File: src/rtl/game_status_tracker.sv
// Scoring, lives and end-of-level detection for the game control FSM.
// Gameplay events are honoured only while the control unit reports the Level state.
module game_status_tracker #(
    parameter int unsigned NUM_PELLETS   = 240,
    parameter int unsigned START_LIVES   = 3,
    parameter int unsigned POWER_FRAMES  = 360,
    parameter int unsigned GRACE_FRAMES  = 120,
    parameter int unsigned PELLET_POINTS = 10,
    parameter int unsigned POWER_POINTS  = 50,
    parameter int unsigned GHOST_POINTS  = 200
) (
    input  logic        Clk,
    input  logic        reset,
    input  logic        frame_tick,
    input  logic [1:0]  game_state,
    input  logic        pellet_eaten,
    input  logic        power_eaten,
    input  logic        ghost_collide,
    output logic        Win,
    output logic        loss,
    output logic [15:0] score,
    output logic [1:0]  lives,
    output logic        power_mode,
    output logic        respawn
);

    typedef enum logic [1:0] {IDLE, PLAY, GRACE, DONE} state_t;

    localparam logic [1:0] GS_START = 2'b00;
    localparam logic [1:0] GS_LEVEL = 2'b01;

    state_t      state, state_n;
    logic [8:0]  pellets_left, pellets_n;
    logic [9:0]  power_timer, power_n;
    logic [9:0]  grace_timer, grace_n;
    logic [15:0] score_n, add;
    logic [16:0] score_sum;
    logic [1:0]  lives_n;
    logic        win_n, loss_n, respawn_n;
    logic        pellet_hit, collide, clear;

    always_comb begin
        state_n    = state;
        pellets_n  = pellets_left;
        power_n    = power_timer;
        grace_n    = grace_timer;
        score_n    = score;
        lives_n    = lives;
        win_n      = Win;
        loss_n     = loss;
        respawn_n  = 1'b0;
        add        = '0;
        score_sum  = '0;
        pellet_hit = 1'b0;
        collide    = 1'b0;
        clear      = 1'b0;

        case (state)
            IDLE: begin
                clear = 1'b1;
                if (game_state == GS_LEVEL) state_n = PLAY;
            end
            PLAY, GRACE: begin
                if (game_state == GS_LEVEL) begin
                    pellet_hit = (pellet_eaten || power_eaten) && (pellets_left != '0);
                    if (pellet_hit) begin
                        pellets_n = pellets_left - 9'd1;
                        add = power_eaten ? 16'(POWER_POINTS) : 16'(PELLET_POINTS);
                    end
                    if (pellet_hit && power_eaten)
                        power_n = 10'(POWER_FRAMES);
                    else if (frame_tick && power_timer != '0)
                        power_n = power_timer - 10'd1;

                    if (state == GRACE && frame_tick) begin
                        grace_n = grace_timer - 10'd1;
                        if (grace_timer == 10'd1) state_n = PLAY;
                    end

                    // A lethal hit in the same cycle as the last pellet is dropped: Win outranks loss.
                    collide = (state == PLAY) && frame_tick && ghost_collide;
                    if (collide && power_timer != '0) begin
                        add     = add + 16'(GHOST_POINTS);
                        grace_n = 10'(GRACE_FRAMES);
                        state_n = GRACE;
                    end else if (collide && pellets_n != '0) begin
                        if (lives != '0) lives_n = lives - 2'd1;
                        respawn_n = 1'b1;
                        power_n   = '0;
                        grace_n   = 10'(GRACE_FRAMES);
                        state_n   = GRACE;
                    end

                    score_sum = {1'b0, score} + {1'b0, add};
                    score_n   = score_sum[16] ? '1 : score_sum[15:0];

                    if (pellets_n == '0) begin
                        win_n   = 1'b1;
                        state_n = DONE;
                    end else if (lives_n == '0) begin
                        loss_n  = 1'b1;
                        state_n = DONE;
                    end
                end else if (game_state == GS_START) begin
                    clear   = 1'b1;
                    state_n = IDLE;
                end
            end
            DONE: begin
                if (game_state == GS_START) begin
                    clear   = 1'b1;
                    state_n = IDLE;
                end
            end
            default: state_n = IDLE;
        endcase

        if (clear) begin
            pellets_n = 9'(NUM_PELLETS);
            power_n   = '0;
            grace_n   = '0;
            score_n   = '0;
            lives_n   = 2'(START_LIVES);
            win_n     = 1'b0;
            loss_n    = 1'b0;
        end
    end

    always_ff @(posedge Clk) begin
        if (reset) begin
            state        <= IDLE;
            pellets_left <= 9'(NUM_PELLETS);
            power_timer  <= '0;
            grace_timer  <= '0;
            score        <= '0;
            lives        <= 2'(START_LIVES);
            Win          <= 1'b0;
            loss         <= 1'b0;
            power_mode   <= 1'b0;
            respawn      <= 1'b0;
        end else begin
            state        <= state_n;
            pellets_left <= pellets_n;
            power_timer  <= power_n;
            grace_timer  <= grace_n;
            score        <= score_n;
            lives        <= lives_n;
            Win          <= win_n;
            loss         <= loss_n;
            power_mode   <= (power_n != '0);
            respawn      <= respawn_n;
        end
    end

endmodule

File: config.mk
export PLATFORM = sky130hd
export DESIGN_NAME = game_status_tracker
export DESIGN_NICKNAME = d
export VERILOG_FILES = /design/src/rtl/game_status_tracker.sv
export SDC_FILE = /design/constraint.sdc
export NUM_CORES = 1
export LEC_CHECK = 0
export ABC_AREA = 1
export CAP_MARGIN = 20
export CORE_UTILIZATION = 58
export CTS_CLUSTER_SIZE = 12
export DETAILED_ROUTE_END_ITERATION = 8
export HOLD_SLACK_MARGIN = 0.06
export PLACE_DENSITY_LB_ADDON = 0.25
export SYNTH_ARGS = -nofsm -noshare
export SYNTH_HDL_FRONTEND = slang
export SYNTH_SLANG_ARGS = --single-unit
File: constraint.sdc
create_clock -name Clk -period 3.5 [get_ports Clk]
set_clock_uncertainty 0.1 [all_clocks]
set_input_delay 0.525 -clock Clk [delete_from_list [all_inputs] [get_ports Clk]]
set_output_delay 0.525 -clock Clk [all_outputs]
set_load 0.02 [all_outputs]
* After elaboration in Yosys (flattened, before gate mapping)
Index checks and enable logic that the tools add are counted.
** Cells by class
- $add $sub $neg :: 6
- Multipliers :: 0
- Divide/modulo/power cells :: 0
- $lt $le $gt $ge :: 0
- Equal/unequal tests :: 8
- Shifts and indexed selects :: 0
- Muxes and demuxes :: 40
- Bitwise logic cells :: 3
- Reductions and logical operators :: 27
** Operators with widths (count)
- $mux 10 :: 10
- $mux 16 :: 6
- $mux 2 :: 14
- $mux 9 :: 3
- $reduce_bool 10->1 :: 2
- $sub 10x1->10 const B :: 2
- $reduce_bool 9->1 :: 2
- $add 16x16->17 :: 1
- $add 16x8->16 const B :: 1
- $ne 7x7->1 const B :: 2
- $mux 6 :: 2
- $eq 10x1->1 const B :: 1
- $logic_not 9->1 :: 1
- $reduce_and 3->1 :: 3
- $sub 9x1->9 const B :: 1
- $logic_and 1x1->1 :: 8
- $logic_not 2->1 :: 3
- $pmux 2 s3 :: 1
- $eq 2x1->1 const B :: 2
- $eq 2x2->1 const B :: 2
- $reduce_and 4->1 :: 1
- $reduce_or 2->1 :: 2
- $reduce_or 4->1 :: 1
- $mux 1 :: 3
- other kinds (8) :: 10
** Storage, ports and cells
- Flip-flop bits (word level) :: 53
- Bits in latches :: 0
- Memory bits (writable) :: 0
- Memory bits (read-only) :: 0
- Bits of input ports :: 8
- Output and inout bits :: 22
- Word-level logic and storage cells :: 94
- Memories :: 0

* Depth between registers and ports, before layout
Gate-level depths: netlist (run 1).
- Depth in word-level cells :: 16
- Mapped depth :: 26
- Gate-level depth less buffers :: 26

* Worst setup path before layout (run 1)
No wires, ideal clock.
- Path type :: reg-to-reg
- From :: register pellets_left[0]
- To :: register score[1]
- Setup time :: 119 ps
- Data arrival time :: 3019 ps
- Data required time :: 3281 ps
- Setup slack :: 262 ps
- Stages on the path, launching flop included :: 21
- Path buffers :: 0
- Clock period less this slack :: 3238 ps
- Cell sequence :: dfxtp_1 inv_1 ha_1 nand2_1 nor2_2 nand2_4 nand2_1 inv_1 ha_1 nor2_1 a21oi_1 ha_1 nand3_1 nand2_1 nand2_1 nand2_1 a21oi_1 o21ai_0 a31oi_1 inv_1 o221a_2
** Between the ends
- Cells in the longest elaborated chain, start to end :: 11
** Ends and longest elaborated chain
- from (decl) :: RTL line 33 : logic [8:0] pellets_left, pellets_n;
- from (signal assigned) :: RTL line 132 : pellets_left <= 9'(NUM_PELLETS);
- from (signal assigned) :: RTL line 143 : pellets_left <= pellets_n;
- $reduce_bool 9->1 * :: RTL line 65 : pellet_hit = (pellet_eaten || power_eaten) && (pellets_left != '0);
- $logic_and 1x1->1 * :: RTL line 65
- $mux 6 * :: RTL line 66 : if (pellet_hit) begin
- $mux 16 * :: RTL line 64 : if (game_state == GS_LEVEL) begin
- $mux 16 * :: RTL line 58 : case (state)
- $add 16x8->16 :: RTL line 83 : add = add + 16'(GHOST_POINTS);
- $mux 16 * :: RTL line 82 : if (collide && power_timer != '0) begin
- $mux 16 * :: RTL line 64
- $mux 16 * :: RTL line 58
- $add 16x16->17 * :: RTL line 94 : score_sum = {1'b0, score} + {1'b0, add};
- $mux 16 * :: RTL line 95 : score_n = score_sum[16] ? '1 : score_sum[15:0];
- to (signal assigned) :: RTL line 146 : score <= score_n;
- to (decl) :: RTL line 21 : output logic [15:0] score,
Mark *: on every way between the ends. The rest lies on a longest branch, timed or not. The select of a mux whose other input is x is not followed.
A chain may end at the register's enable or synchronous reset.

* Final worst setup path (run 1)
- From :: register power_timer[0]
- To :: register score[13]
** Between the ends
- Cells in the longest elaborated chain, start to end :: 7
** Ends and longest elaborated chain
- from (decl) :: RTL line 34 : logic [9:0] power_timer, power_n;
- from (signal assigned) :: RTL line 144 : power_timer <= power_n;
- $reduce_bool 10->1 :: RTL line 82
- $logic_and 1x1->1 :: RTL line 82
- $mux 16 :: RTL line 82
- $mux 16 :: RTL line 64
- $mux 16 :: RTL line 58
- $add 16x16->17 :: RTL line 94
- $mux 16 :: RTL line 95
No other way between the ends. The select of a mux whose other input is x is not followed.

==> results.cfg, run 1 <==
[route]
drt_iter0_drc = 191
via_per_inst = 5.535
drcViolationCount = 0
drt_wl_total_um = 8614
ant_nets = 0
wl_per_cell_um = 13.48
dr.pass1.iters = 5
vias = 3537

[cts]
cts_hold_buf = 0
ctsRootBufferMaster = clkbuf_8
htreeDepth = 2
cts.reportedPaths.clkPinSlew_ps = 100
clk_latency_ps = 320
cts_num_sinks = 53
cts_made_buffers = 5
cts_tree = yes
clock_path_buffers = 2

[power]
power.density_nw_per_um2 = 292.9
vdd_drop_max_mv = 0.1870
p_leak_nw = 1.914
p_total_w = 0.001235

[logic_synthesis]
yosysTopAreaCell = dfxtp_1
netlist_area_um2 = 3517
ys_warn_count = 0
syn-num-nets = 540
yosysMostFrequentCell = nand2_1
synthTopCellsByCount = nand2_1, inv_1, nor2_1, dfxtp_1, nand3_1
synthArstFlopShare_pct = 0
synth-seq-cells = 53
yosys.area.top_type_share_pct = 30.17
synth_ff_type = dfxtp_1
netlist_top_cells_area = dfxtp_1, nand2_1, inv_1, ha_1, nand3_1
synth_cell_types = 43
synth-edff-count = 0
seq_area_frac_synth_pct = 30.17
avgSynthCellArea_um2 = 6.856
synth_cells = 513

[final_layout]
syn_to_final_growth_pct = 19.92
stdcell_area_um2 = 4218
drive_gt1_share_pct = 17.64
diodes = 0
stdcell_count = 639
finalNetCount = 593
fin_util_pct = 74.32

[outcome]
outcome = completed

[sta]
hold_viol = 0
maxClockFrequency_mhz = 303.3
worst_slew_pin_slew_ps = 585.2
fin_crit_ps = 3297
setup_violations = 0
finalSetupTns_ps = 0
report.final.slew_viol_count = 0
slew_headroom_pct = 60.95
post-route-period-util_pct = 94.21

[worst_setup_path]
path_max_fanout = 6
path_buf_inv = 4
crit_type = reg2reg
cp_top_family = simple AND/OR/NAND/NOR gates
cp_slowest_cell = dfxtp_2
crit_arrival_ps = 3410
crit_path_end_kind = flop
cpPeakStageDelay_ps = 360
crit_required_ps = 3620
critical_path.cell_chain = inv_1, ha_2, nand2_1, nor2_1, nand2_1, nor2_2, inv_1, nand2_2, buf_6, a21oi_1, ha_1, a21oi_1, nand2_1, a21o_1, a21oi_2, o21ai_0, nand2_1, nor2_2, nand3_2, xor2_1, nand2_1, nand2_1, inv_1
start_kind = flop
crit_top_cell = nand2_1

[grt]
first_global_vias = 3300
grt_overflow_total = 0
grt_max_degree = 35
antenna_found_initial = 0
grt_pass1_wl_um = 13920
grt_usage_pct = 27.57

[die]
die_w_um = 79.87
core_um2 = 5675
row_count = 27
die-area_um2 = 6379
dieHeight_um = 79.87
ios = 30
start_util_pct = 61.97

[flow_run]
maxCapViolations = 0

[place]
dp_hpwl_um = 6165
dp_cells = 625
portBuffers = 29
gp_congestion = 0.8764
post_dp_cell_area_um2 = 4016

[worst_hold_path]
hp-class = reg2reg
==> cell type report <==
cell class	instances	area, µm²
multi-input combinational	370	2146
fill	444	1458
sequential	53	1062
timing repair buffer	56	496.7
inverter	80	307.8
tap	72	90.09
clock buffer	5	68.82
clock inverter	3	46.29
==> power breakdown <==
part           internal [W]  switching (W)  leakage (nW)
Clock              0.000214       0.000219        0.0543
Combinational     0.0000672       0.000119          1.43
Sequential         0.000609     0.00000658         0.428
==> state kept, by name (all words and copies together) (netlist names) <==
signal	count
lives	2
loss	1
power_timer	10
grace_timer	10
respawn	1
pellets_left	9
state	2
Win	1
score	16
power_mode	1
==> per-stage QoR <==
step	hold slack, ps	worst slack [ps]
final	360.7	202.6
after global routing	381.2	-28.10
after CTS	356.2	7.295
after detailed placement	339.8	-226.5
after global placement	324.3	-73.04
after floorplan	312.4	262.5
==> cell families (layout without fill, tap and decap cells) <==
kind of cell / Yosys count / in the layout / share of synthesized area [%]
buffers and inverters: 90 / 144 / 9.854
AO/OA/AOI/OAI: 93 / 93 / 15.23
flip-flops: 53 / 53 / 30.17
AND/OR/NAND/NOR: 239 / 239 / 33.26
adder cells (fa/ha/maj): 19 / 19 / 6.759
XOR/XNOR: 19 / 19 / 4.731
==> placed cells by master (no fill, tap or decap), types with 5 or more instances in the layout <==
cell type,instances
nand2_1,81
inv_1,67
dfxtp_1,52
nor2_1,52
nand3_1,42
o21ai_0,37
a21oi_1,30
clkdlybuf4s50_1,29
buf_4,26
ha_1,18
nand2_2,16
xor2_1,13
nor2_2,12
inv_2,11
nand4_1,8
nor3_1,8
nand2_4,7
a31oi_1,7
xnor2_1,6
clkbuf_8,5
==> worst register-to-register path, cell delays in order (launching register included) <==
cell and delay (ps):
dfxtp_2 360, inv_1 80, ha_2 190, nand2_1 70, nor2_1 120, nand2_1 90, nor2_2 170, inv_1 90
nand2_2 100, buf_6 130, a21oi_1 70, ha_1 340, a21oi_1 180, nand2_1 90, a21o_1 170, a21oi_2 180
o21ai_0 100, nand2_1 110, nor2_2 60, nand3_2 80, xor2_1 150, nand2_1 70, nand2_1 60, inv_1 50
==> what timing repair did <==
item | 4_1_cts | 5_1_grt
setup endpoints to repair | 0 | 16
buffers inserted | 0 | 6
gates resized for setup | 0 | 20
==> routing by layer <==
layer | vias up | routed length [µm] | global-route usage, %
met4 | 0 | 184 | 12.32
li1 | 1778 | - | -
met5 | - | 0 | 0
met1 | 1634 | 3640 | 31.99
met2 | 105 | 4343 | 49.06
met3 | 20 | 446 | 4.800
==> final timing paths <==
check / endpoint / startpoint / depth (start not counted) / slack (ps)
setup / recovery: score[13] / power_timer[0] / 23 / 200
hold / removal: grace_timer[7] / grace_timer[7] / 1 / 360
setup reg to reg: score[13] / power_timer[0] / 23 / 200
hold reg to reg: grace_timer[7] / grace_timer[7] / 1 / 360
Power figures use the tool's default switching activity.
==> run 2: changes to the inputs <==
--- a/config.mk
+++ b/config.mk
@@ -7,7 +7,7 @@
 export LEC_CHECK = 0
 export ABC_AREA = 1
 export CAP_MARGIN = 20
-export CORE_UTILIZATION = 58
+export CORE_UTILIZATION = 40
 export CTS_CLUSTER_SIZE = 12
 export DETAILED_ROUTE_END_ITERATION = 8
 export HOLD_SLACK_MARGIN = 0.06
==> run 2 against run 1 <==
Compared with the run above:
- via count is 5.1% lower
- total power is 6.1% lower
- sequential cell count unchanged
- final cell count up 5.2%
- design area grew 0.39%
- die area is 44% higher
- first-iteration DRC count down 34%
- clock power down 18%
- critical endpoint is now score[15]
- highest routed layer unchanged
==> results.cfg, run 2 (synthesis results as in run 1) <==
[outcome]
outcome = completed

[route]
drcViolationCount = 0
drt_iter0_drc = 126
via_per_inst = 4.997
wl_per_cell_um = 12.28
vias = 3358
ant_nets = 0
dr.pass1.iters = 5
drt_wl_total_um = 8252

[die]
dieHeight_um = 95.77
row_count = 33
die-area_um2 = 9172
ios = 30
core_um2 = 8382
die_w_um = 95.77
start_util_pct = 41.96

[cts]
cts_hold_buf = 0
clock_path_buffers = 2
cts.reportedPaths.clkPinSlew_ps = 100
cts_made_buffers = 5
htreeDepth = 2
clk_latency_ps = 310
cts_num_sinks = 53
cts_tree = yes
ctsRootBufferMaster = clkbuf_8

[flow_run]
maxCapViolations = 0

[worst_setup_path]
crit_arrival_ps = 3320
cp_slowest_cell = dfxtp_2
crit_top_cell = nand2_1
crit_path_end_kind = flop
crit_type = reg2reg
critical_path.cell_chain = inv_1, ha_1, nand2_1, nor2_2, nand2_4, nand2_1, inv_1, ha_1, nor2_1, a21oi_1, ha_1, nand3_1, nand2_1, a21o_1, a21oi_1, o21ai_0, nand2_1, nor2_1, nand3_1, o21ai_0, a21oi_1
crit_required_ps = 3600
start_kind = flop
cpPeakStageDelay_ps = 340
path_max_fanout = 4

[grt]
grt_overflow_total = 0
grt_max_degree = 35
first_global_vias = 3199
antenna_found_initial = 0
grt_usage_pct = 18.97
grt_pass1_wl_um = 13780

[sta]
fin_ws_ps = 277.8
hold_ws_ps = 352.0
post-route-period-util_pct = 92.06
setup_violations = 0
hold_viol = 0
fin_crit_ps = 3222
worst_slew_pin_slew_ps = 478.2
slew_headroom_pct = 68.00
maxClockFrequency_mhz = 310.3
report.final.slew_viol_count = 0

[place]
dp_slack_ps = -92.71
portBuffers = 29
gp_congestion = 0.8381
post_dp_cell_area_um2 = 4088
dp_hpwl_um = 6358

[final_layout]
top_register = score
reg.largest.list = score x16, grace_timer x10, power_timer x10
final_cell_mix = nand2_1, inv_1, nor2_1, dfxtp_1, nand3_1
layout_commonest_cell = nand2_1
finalNetCount = 593
stdcell_area_um2 = 4234
seq_area_um2 = 1064
diodes = 0
multi_input_area_um2 = 2145
drive_gt1_share_pct = 16.75
largest_register_ffs = 16
fin_util_pct = 50.52
fillers = 876
syn_to_final_growth_pct = 20.38

[power]
p_leak_nw = 1.922
power.density_nw_per_um2 = 274.1
vdd_drop_max_mv = 0.1675

[worst_hold_path]
hp-class = reg2reg
run 2: cell type report:
type	count	area share [%]
clock buffer	5	1.625
inverter	80	7.270
sequential	53	25.12
multi-input combinational	370	50.65
clock inverter	3	0.5024
tap	105	3.103
timing repair buffer	56	11.73
run 2: stage by stage:
step | power [W] | TNS [ps] | std cells
2_1_floorplan | 0.0007538 | 0 | 513
3_3_place_gp | 0.0008133 | -3.154 | 662
3_5_place_dp | 0.0008160 | -332.9 | 662
4_1_cts | 0.001180 | 0 | 670
5_1_grt | 0.001222 | -39.55 | 672
6_report | 0.001160 | 0 | 672
run 2: timing repair:
action / in CTS / in global routing
hold endpoints to repair: 0 / 0
setup buffers: 0 / 2
gates resized for setup: 0 / 15
endpoints found under the setup margin: 0 / 11
run 2: path summary, 6_finish.rpt:
path,startpoint,end,slack (ps),cells after the start
setup / recovery,pellets_left[1],score[15],280,21
hold / removal,grace_timer[7],grace_timer[7],350,1
setup reg to reg,pellets_left[1],score[15],280,21
hold reg to reg,grace_timer[7],grace_timer[7],350,1
run 2: power breakdown:
| part | switching [W] | total [W] | internal (W) | leakage, nW |
|---|---|---|---|---|
| clock | 0.000215 | 0.000358 | 0.000143 | 0.0445 |
| sequential | 0.00000634 | 0.000615 | 0.000609 | 0.429 |
| combinational | 0.000118 | 0.000187 | 0.0000691 | 1.45 |
run 2: critical path, delay by kind of cell, from the launching register on:
kind	cells	cell delay (ps)
AO/OA/AOI/OAI	6	740
buffers and inverters	2	130
flip-flops	1	340
adder cells (fa/ha/maj)	3	760
AND/OR/NAND/NOR	10	1050
run 2: routing by layer:
metal | global-route usage [%] | wire length, µm | vias up
li1 | - | - | 1777
met1 | 22.75 | 3958 | 1534
met2 | 34.70 | 3973 | 41
met3 | 2.765 | 230 | 6
met4 | 5.846 | 89 | 0
met5 | 0 | 0 | -
==> run 3: changes to the inputs <==
--- a/config.mk
+++ b/config.mk
@@ -6,7 +6,6 @@
 export NUM_CORES = 1
 export LEC_CHECK = 0
 export ABC_AREA = 1
-export CAP_MARGIN = 20
 export CORE_UTILIZATION = 40
 export CTS_CLUSTER_SIZE = 12
 export DETAILED_ROUTE_END_ITERATION = 8
==> results of run 3 <==
Same layout as run 2: the final DEF is identical, and so are final timing and power.
==> RTL change 1 (config.mk and constraints of run 2) <==
Re-encode `state_t` (4 states) as Gray code, 2 bits wide.
--- a/src/rtl/game_status_tracker.sv
+++ b/src/rtl/game_status_tracker.sv
@@ -26,3 +26,3 @@
 
-    typedef enum logic [1:0] {IDLE, PLAY, GRACE, DONE} state_t;
+    typedef enum logic [1:0] {IDLE = 2'b00, PLAY = 2'b01, GRACE = 2'b11, DONE = 2'b10} state_t;
 
Behaviour: no difference found for any inputs over 4 cycles, from zero or initial values and one cycle with reset high; so few cycles prove little.
==> RTL change 1 against run 2 <==
  * Worst setup slack worse by 0.024 ns
  * Critical path depth down 3
  * Area after synthesis fell by 2.6%
  * Utilization shrank 1.5 points
  * Design area down 4.5%
  * Synthesized cell count is 1.6% higher
  * Wire length fell by 1.5%
  * Sequential cell count unchanged
Power is not compared: it rests on default switching activity, and its combinational part moved more than twofold at a synthesized area within 25%.
==> RTL change 1: results (changes against run 2) <==
Compound-Gate Fraction of Synth Area -> 16.0% (+0.78 points)
Synth Instances -> 521 (+1.6%)
Vias in the first global route -> 2976 (-7.0%)
Layout Utilization -> 49.0% (-1.5 points)
Setup Crit Path Kind -> in -> reg
Distinct cells, synth -> 41 (-4.7%)
Wire per inst -> 12.1 um (-1.4%)
Crit-path max FO -> 6 (+2)
Nonclk inv count -> 77 (-3.8%)
Final clock-cell share -> 2.13% (+0.0066 points)
Global-route wire length before repair -> 13700 um (-0.81%)
Fraction of layout cells with a size suffix above 1 -> 12.4% (-4.4 points)
CP Data Arrival Time -> 3.38 ns (+0.06 ns)
Hold wc startpoint -> loss
Ranking of synthesized cells by area -> dfxtp_1, nand2_1, inv_1
Post-synthesis adder-cell area fraction -> 5.12% (-1.6 points)
Setup crit start -> frame_tick
GPL Wtd Cong -> 0.866 (+3.3%)
Via Count -> 3330 (-0.83%)
Nets@finish -> 587 (-1.0%)
End of the worst hold path -> loss
Commonest cells post-synth -> nand2_1, inv_1, dfxtp_1
Worst reg-to-reg setup slack -> 0.32 ns (+0.04 ns)
GR Util All Layers -> 19.1% (+0.16 points)
Status -> finished clean
Number of detailed-route iterations in the first pass -> 4 (-1)
Comb_multi_in -> 379 (+2.4%)
FF+latch area -> 1060 um2 (-0.12%)
Hold-critical path depth -> 2 (+1)
Max incr delay on CP -> 0.52 ns (+0.18 ns)
Hold_ws -> 0.357 ns (+0.00527 ns)
Sequential cell area fraction in the yosys report -> 31.0% (+0.82 points)
Xor-xnor portion of the synthesized cell area -> 5.63% (+0.90 points)
Worst Max-Slew Pin Slew -> 0.566 ns (+0.0879 ns)
RTL change 1: changes by cell type in the layout (fill, tap and decap cells not counted), moves of 5 or more:
cell / delta
a21oi_1: +18
nand2_4: -5
nand3_1: -17
nand2_1: +37
buf_4: -6
nor2_1: -6
o21ai_0: -9
RTL change 1: power by group through the flow:
stage	combinational (mW)	sequential [mW]	clock, mW
2_1_floorplan	0.0522	0.620	0
3_3_place_gp	0.0858	0.620	0
3_5_place_dp	0.0867	0.620	0
4_1_cts	0.0870	0.606	0.367
5_1_grt	0.0966	0.607	0.390
6_report	0.0871	0.606	0.352
RTL change 1: layer usage:
layer  GRT usage [%]  vias to the layer above  part of all wire [%]
met5               0                        -                     0
met4            4.55                        0                  0.68
met3            3.54                        4                   4.2
met2            33.0                       62                    47
met1            24.6                     1503                    48
li1                -                     1761                     -
RTL change 1: cell families after synthesis:
family / count (synthesis)
flops: 53
buf+inv: 89
simple gates: 243
fa+ha+maj: 14
compound gates: 100
xor+xnor: 22
==> RTL change 2 (config.mk and constraints of run 2) <==
Made on the original files. Change the parameter `GHOST_POINTS` from 200 to 150.
--- a/src/rtl/game_status_tracker.sv
+++ b/src/rtl/game_status_tracker.sv
@@ -9,3 +9,3 @@
     parameter int unsigned POWER_POINTS  = 50,
-    parameter int unsigned GHOST_POINTS  = 200
+    parameter int unsigned GHOST_POINTS  = 150
 ) (
Behaviour: not the same (Yosys sat finds a counterexample within 4 cycles, from zero or initial values and one cycle with reset high).
==> RTL change 2 against run 2 <==
  * Area after synthesis is 0.36% higher
  * Critical endpoint is now score[11]
  * Non-clock buffer count decreased by 2
  * Design area rose by 1.0%
  * Combinational power down 9%
  * Sequential cell count is the same
  * Global-route usage increased by 0.27 points
  * First-iteration DRC count rose by 13%
  * Power down 1.4%
  * Worst setup slack worse by 0.14 ns
  * Maximum frequency shrank 4.2%
  * Wire length rose by 0.47%
  * Sequential power about the same
==> RTL change 2: results (changes against run 2) <==
CP Data Arrival Time -> 3.46 ns (+0.14 ns)
Routed vias/inst -> 4.94 (-1.2%)
Placed wire-length estimate -> 6160 um (-3.2%)
Worst R2R End -> score[11]
Multi-input logic area -> 2200 um2 (+2.4%)
Synthesized net count -> 559 (+3.5%)
Top Registers -> score: 16 flops, grace_timer: 10 flops, power_timer: 10 flops
Reg2reg path depth -> 22 (+4.8%)
Worst skew pair latency -> 0.32 ns
Sw frac -> 28.9% (-0.38 points)
Ranking of synthesized cells by area -> dfxtp_1, nand2_1, inv_1
Largest net degree at the start of global routing -> 32 (-8.6%)
DR iter-0 viols -> 143 (+13%)
Hold wc startpoint -> loss
Commonest cells post-synth -> nand2_1, inv_1, nor2_1
Placed cell count -> 676 (+2.1%)
Fraction of layout cells with a size suffix above 1 -> 14.9% (-1.8 points)
Placed cell area -> 4060 um2 (-0.70%)
Number of synthesis warnings -> 0 (unchanged)
Async SR Flop Fraction -> 0% (unchanged)
End of the worst hold path -> loss
Clk root buf -> clkbuf_8
Port-buffer cells -> 29 (unchanged)
GR Util All Layers -> 19.2% (+0.27 points)
Fillers -> 838 (-4.3%)
GPL Wtd Cong -> 0.862 (+2.9%)
Number of detailed-route iterations in the first pass -> 4 (-1)
CTS max path bufs -> 2 (unchanged)
Distinct cells, synth -> 37 (-14%)
FF-to-FF Start -> power_timer[1]
Worst Max-Slew Pin Slew -> 0.577 ns (+0.0988 ns)
Sequential power -> 0.615 mW (about the same)
Sequential cell area fraction in the yosys report -> 30.1% (-0.11 points)
Placement Setup Slack -> -0.0763 ns (+0.0164 ns)
Hold-critical path depth -> 2 (+1)
Tightest Hold Check Type -> reg -> reg
Final Max Slew Viols -> 0 (unchanged)
Routed wire length -> 8290 um (+0.47%)
Worst reg-to-reg setup slack -> 0.14 ns (-0.14 ns)
Initial antenna violation count -> 0 (unchanged)
Leak Pwr -> 1.95 nW (+1.4%)
Vias in the first global route -> 3113 (-2.7%)
Average cell area after synthesis -> 6.63 um2 (-3.2%)
Global-route wire length before repair -> 13900 um (+0.80%)
Comb. pwr -> 0.171 mW (-9%)
Status -> finished clean
Via Count -> 3398 (+1.2%)
Crit-path max FO -> 3 (-1)
Hold_ws -> 0.364 ns (+0.0118 ns)
Sequential share of power -> 53.8% (+0.8 points)
VDD IR max -> 0.163 mV (-2.9%)
Nets@finish -> 609 (+2.7%)
CTS H-Tree Depth -> 2 (unchanged)
Final count of negative-setup-slack endpoints -> 0 (unchanged)
RTL change 2: worst max-delay path: stages (launching register included):
cell      delay (ns)
dfxtp_2         0.34
inv_2           0.08
ha_4            0.14
nand3_2         0.09
nor2_4          0.14
nand3_4         0.09
nor2_4          0.10
nand2_2         0.06
nand2_2         0.09
inv_2           0.05
ha_4            0.25
inv_2           0.04
ha_4            0.15
fa_2            0.37
a21oi_2         0.15
o21bai_1        0.10
a21oi_1         0.15
o21bai_1        0.12
a21o_1          0.21
nand3_2         0.10
nor2_2          0.06
xor2_1          0.19
a21oi_1         0.08
RTL change 2: how the worst max path moves through the flow:
stage          depth (start not counted)         to  slack (ns)
4_1_cts                               22  score[13]        0.02
3_5_place_dp                          18  score[11]       -0.08
6_report                              22  score[11]        0.14
5_1_grt                               22  score[11]       -0.05
3_3_place_gp                          18  score[13]        0.07
2_1_floorplan                         22  score[13]        0.11
RTL change 2: kinds of logic after synthesis:
family / Yosys count / share of synthesized area [%]
buffers and inverters: 96 / 10.5
AND/OR/NAND/NOR: 252 / 33.2
adder cells (fa/ha/maj): 19 / 6.95
AO/OA/AOI/OAI: 92 / 14.4
XOR/XNOR: 20 / 4.96
flip-flops: 53 / 30.1
RTL change 2: metal layers:
metal	track usage, %	vias to the layer above	share of wire, %
li1	-	1807	-
met1	24.7	1529	47
met2	32.9	51	48
met3	3.16	11	3.6
met4	6.09	0	1.5
met5	0	-	0
RTL change 2: layout make-up:
type	count	share of cell area, %
tap	105	3.07
clock inverter	2	0.322
inverter	85	7.46
timing repair buffer	54	11.3
sequential	53	24.9
multi-input combinational	383	51.3
clock buffer	6	1.70
RTL change 2: what timing repair did:
action                                  in CTS  in global routing
buffers inserted                             0                  4
pin swaps                                    3                 13
gates resized for setup                      4                 23
hold buffers                                 0                  0
endpoints found under the setup margin       2                 11
